===== config.mk =====
export PLATFORM = sky130hd
export DESIGN_NAME = serial_negate_word
export DESIGN_NICKNAME = d
export VERILOG_FILES = /design/src/rtl/serial_negate_word.sv
export SDC_FILE = /design/constraint.sdc
export NUM_CORES = 1
export LEC_CHECK = 0
export CAP_MARGIN = 25
export CELL_PAD_IN_SITES_DETAIL_PLACEMENT = 2
export CELL_PAD_IN_SITES_GLOBAL_PLACEMENT = 2
export CORE_AREA = 4 4 41 43
export CTS_BUF_LIST = sky130_fd_sc_hd__clkbuf_8
export DETAILED_ROUTE_END_ITERATION = 12
export DIE_AREA = 0 0 45 47
export DONT_BUFFER_PORTS = 1
export GPL_TIMING_DRIVEN = 0
export PLACE_DENSITY = 0.75
export SYNTH_ARGS = -nofsm -noshare
export SYNTH_HDL_FRONTEND = slang
export SYNTH_SLANG_ARGS = --single-unit

===== constraint.sdc =====
create_clock -name t_clk -period 3.2 [get_ports t_clk]
set_input_delay 0.48 -clock t_clk [delete_from_list [all_inputs] [get_ports t_clk]]
set_output_delay 0.48 -clock t_clk [all_outputs]
set_load 0.02 [all_outputs]

===== src/rtl/serial_negate_word.sv =====
// Digit-serial two's-complement negator with word framing and most-negative overflow flag.
// Optional sticky overflow with clear input when OVF_STICKY_EN is defined.
module serial_negate_word #(
  parameter int DIGIT     = 1,
  parameter int WORD_BITS = 8
) (
  input  logic             t_clk,
  input  logic             r,
  input  logic [DIGIT-1:0] i,
  input  logic             i_valid,
  input  logic             neg,
  output logic [DIGIT-1:0] y,
  output logic             y_valid,
  output logic             y_first,
  output logic             y_last,
  output logic             ovf
`ifdef OVF_STICKY_EN
  ,
  input  logic             ovf_clr,
  output logic             ovf_sticky
`endif
);

  localparam int NDIG = WORD_BITS / DIGIT;
  localparam int CW   = (NDIG > 1) ? $clog2(NDIG) : 1;
  localparam logic [CW-1:0] LAST_POS = CW'(NDIG - 1);

  logic [CW-1:0]    pos_reg, pos_next;
  logic             s_reg, s_next;
  logic             m_reg;
  logic [DIGIT-1:0] y_reg, y_next;
  logic             y_valid_reg, y_first_reg, y_last_reg, ovf_reg, ovf_next;

  logic             first_digit, last_digit, em, es;
  logic [DIGIT-1:0] t;

  assign first_digit = (pos_reg == '0);
  assign last_digit  = (pos_reg == LAST_POS);
  // The first digit of a word ignores any stale state left by an earlier word.
  assign em = first_digit ? neg  : m_reg;
  assign es = first_digit ? 1'b0 : s_reg;

  // t[b] is high once a 1 has appeared below bit b anywhere in the word so far.
  genvar gi;
  generate
    for (gi = 0; gi < DIGIT; gi++) begin : g_prefix
      localparam logic [DIGIT-1:0] BELOW = DIGIT'((64'd1 << gi) - 64'd1);
      assign t[gi] = es | (|(i & BELOW));
    end
  endgenerate

  assign y_next   = em ? (i ^ t) : i;
  assign s_next   = es | (|i);
  assign pos_next = last_digit ? '0 : pos_reg + 1'b1;
  // Only 100..0 negates to itself: top bit set with nothing set beneath it.
  assign ovf_next = em & last_digit & i[DIGIT-1] & ~t[DIGIT-1];

  always_ff @(posedge t_clk) begin
    if (r) begin
      y_reg       <= '0;
      y_valid_reg <= 1'b0;
      y_first_reg <= 1'b0;
      y_last_reg  <= 1'b0;
      ovf_reg     <= 1'b0;
      pos_reg     <= '0;
      s_reg       <= 1'b0;
      m_reg       <= 1'b0;
    end else if (i_valid) begin
      y_reg       <= y_next;
      y_valid_reg <= 1'b1;
      y_first_reg <= first_digit;
      y_last_reg  <= last_digit;
      ovf_reg     <= ovf_next;
      pos_reg     <= pos_next;
      s_reg       <= s_next;
      m_reg       <= em;
    end else begin
      y_valid_reg <= 1'b0;
      y_first_reg <= 1'b0;
      y_last_reg  <= 1'b0;
      ovf_reg     <= 1'b0;
    end
  end

  assign y       = y_reg;
  assign y_valid = y_valid_reg;
  assign y_first = y_first_reg;
  assign y_last  = y_last_reg;
  assign ovf     = ovf_reg;

`ifdef OVF_STICKY_EN
  logic ovf_sticky_reg;

  // A fresh overflow beats a simultaneous clear so no event is lost.
  always_ff @(posedge t_clk) begin
    if (r) begin
      ovf_sticky_reg <= 1'b0;
    end else if (ovf_reg) begin
      ovf_sticky_reg <= 1'b1;
    end else if (ovf_clr) begin
      ovf_sticky_reg <= 1'b0;
    end
  end

  assign ovf_sticky = ovf_sticky_reg;
`endif

endmodule


==> impl_results.md <==
- Final cell count without fillers: 62
- Syn nets: 52
- Peak VDD IR: 0.000351 V
- Sequential cell fraction of total power: 0.428
- Crit path kind: flop to flop
- Post-CTS setup buffer count: 0
- Critical path buffer and inverter count: 2
- Lkg Pwr: 0.000232 uW
- Yosys warns: 0
- CP peak stage delay: 380 ps
- Final net count: 57
- Worst Path Arrival: 1680 ps
- CP Max Fanout: 5
- Placed instance count: 58
- Initial DRC Count: 2
- Skew final: 1.63 ps
- Setup TNS: 0 ps
- Switch share: 0.228
- Max frequency: 646 MHz
- Total track usage: 0.120
- Final Wtd Congestion: 0.672
- Seq/Total Area, Yosys: 0.461
- Max-slew violations: 0
- Slowest CP cell: dfxtp_1
- Clock latency on the worst-skew pair: 240 ps
- I/O Pins: 10
- Design area: 508 um2
- Seq cells post-synth: 10
- Final period util: 0.484
- Die ar.: 0.00212 mm2
- Clk pwr share: 0.488
- Share of cells above drive strength 1: 0.191
- Slew @ Worst Pin: 406 ps
- Max cap viols: 0
- Synth Area per Inst: 10.1 um2
- Initial Utilization: 0.334
- Clock sink count: 10
- Initial DRT Pass Iterations: 4
- Vias in the first global route: 376
- Largest delay share family, worst path: adder cells
- Die width: 45 um
- Ant diodes: 0
- CP startpoint kind: flop
- Num CTS Buffers: 3
- Antenna Nets Post-Route: 0
- Initial antenna violation count: 0
- Routed vias/inst: 5.34
- Post-DP HPWL: 715 um
- Status: finished, final reports clean
- Mapped Area: 434 um2
- Combinational Power Share: 0.083
- Synth-to-layout area growth: 17.0%
- Clk buf depth: 2
- Min Tclk post-route: 1550 ps
- Internal power: 252 uW
- CTS clock-pin slew for the worst setup and hold paths: 50 ps
- Max FFs per register: 3
- Overall Power: 327 uW
- Grt ovf: 0
- Worst hold path type: input port to flop
- CP Capture Type: flop
- Cells along the critical path: inv_1 > ha_1 > nand2b_2 > nand2_1 > ha_1 > inv_1 > a311oi_1
- Drt drc: 0
- P per Cell Area: 643 mW/mm2
- Area of the core: 0.00130 mm2
- CTS root buf: clkbuf_8
- Row cnt: 13
- Final Hold Vio Count: 0
- Largest net degree at the start of global routing: 11
- Die Height: 47 um
- Resized cells post-CTS: 0
- CP required: 3340 ps
- Wire per inst: 15.7 um
- Via count: 331
- Final Setup Violations: 0
- Buffers on Ports: 0
- Unrepaired setup endpoints after global routing: false
- WL final: 972 um
- Global-route wire length before repair: 1690 um
- CTS tree: yes
- Cts hold-fix bufs: 0
- Cells after synthesis: 43
- Placed Instance Area: 453 um2
- Net Sw Power: 74.4 uW
- Relative slew margins: 0.728
- Netlist cell types: 21
- H-tree depth: 1
==> kinds of logic after synthesis <==
family                   Yosys count  share of synthesized area
AND/OR/NAND/NOR                   14                      0.193
flip-flops                        10                      0.461
buffers and inverters              6                     0.0605
AO/OA/AOI/OAI                      7                      0.124
adder cells (fa/ha/maj)            4                      0.115
multiplexers                       2                     0.0461
==> metal layers <==
| layer | wire length [um] | part of all wire | global-route usage | vias up |
|---|---|---|---|---|
| li1 | - | - | - | 154 |
| met1 | 335 | 0.34 | 0.0959 | 165 |
| met2 | 531 | 0.55 | 0.226 | 10 |
| met3 | 93 | 0.096 | 0.0805 | 2 |
| met4 | 12 | 0.012 | 0.0526 | 0 |
| met5 | 0 | 0 | 0 | - |
==> power by group through the flow <==
stage / clock [uW] / sequential, uW / combinational [uW]
6_report: 159 / 140 / 27.2
3_3_place_gp: 0 / 142 / 25.0
4_1_cts: 165 / 140 / 27.6
3_5_place_dp: 0 / 142 / 27.1
2_1_floorplan: 0 / 141 / 21.9
5_1_grt: 170 / 141 / 31.3
==> per-stage QoR <==
stage,setup WS [ps],hold WS (ps),utilization
finish,1650,307,0.390
global route,1530,302,0.390
CTS,1630,301,0.390
detailed placement,1650,496,0.348
global placement,1780,464,0.348
floorplan,1860,455,-
==> Yosys cell counts, drive strengths merged <==
cell / count / area [um2]
a311oi: 1 / 8.76
nor3b: 1 / 7.51
nor3: 2 / 10.0
nand2b: 1 / 8.76
nand2: 1 / 3.75
a2111oi: 1 / 10.0
nor2: 5 / 18.8
nor2b: 1 / 8.76
a21o: 1 / 7.51
mux2i: 2 / 20.0
buf: 1 / 7.51
dfxtp: 10 / 200
a21oi: 1 / 5.00
and3b: 1 / 8.76
inv: 5 / 18.8
a211oi: 2 / 15.0
o21bai: 1 / 7.51
and4: 1 / 8.76
ha: 4 / 50.1
and2: 1 / 8.76
==> final cells by class <==
class                      instances  area (um2)
tap                               15        18.8
multi-input combinational         27         208
fill                             147         793
buffer                             1        7.51
inverter                           5        18.8
sequential                        10         200
clock buffer                       4        55.1
==> path summary, 6_finish.rpt <==
path | from | end | slack, ps | cells past startpoint
setup / recovery | pos_reg[0] | y | 1650 | 7
hold / removal | r | pos_reg[0] | 310 | 1
setup reg to reg | pos_reg[0] | y | 1650 | 7
hold reg to reg | s_reg | s_reg | 510 | 2
==> cells in the final DEF, fill, tap and decap left out <==
cell and n:
nor2b_2 1, nor3_1 2, and3b_1 1, and4_1 1, o21bai_1 1, nand2_1 1, a2111oi_1 1, inv_1 4
a211oi_1 2, buf_4 1, nor3b_1 1, inv_2 1, clkbuf_8 4, ha_1 4, mux2i_1 2, and2_4 1
a21o_1 1, a311oi_1 1, a21oi_1 1, nor2_1 5, nand2b_2 1, dfxtp_1 10
No activity file was read; power rests on OpenSTA's default activity.
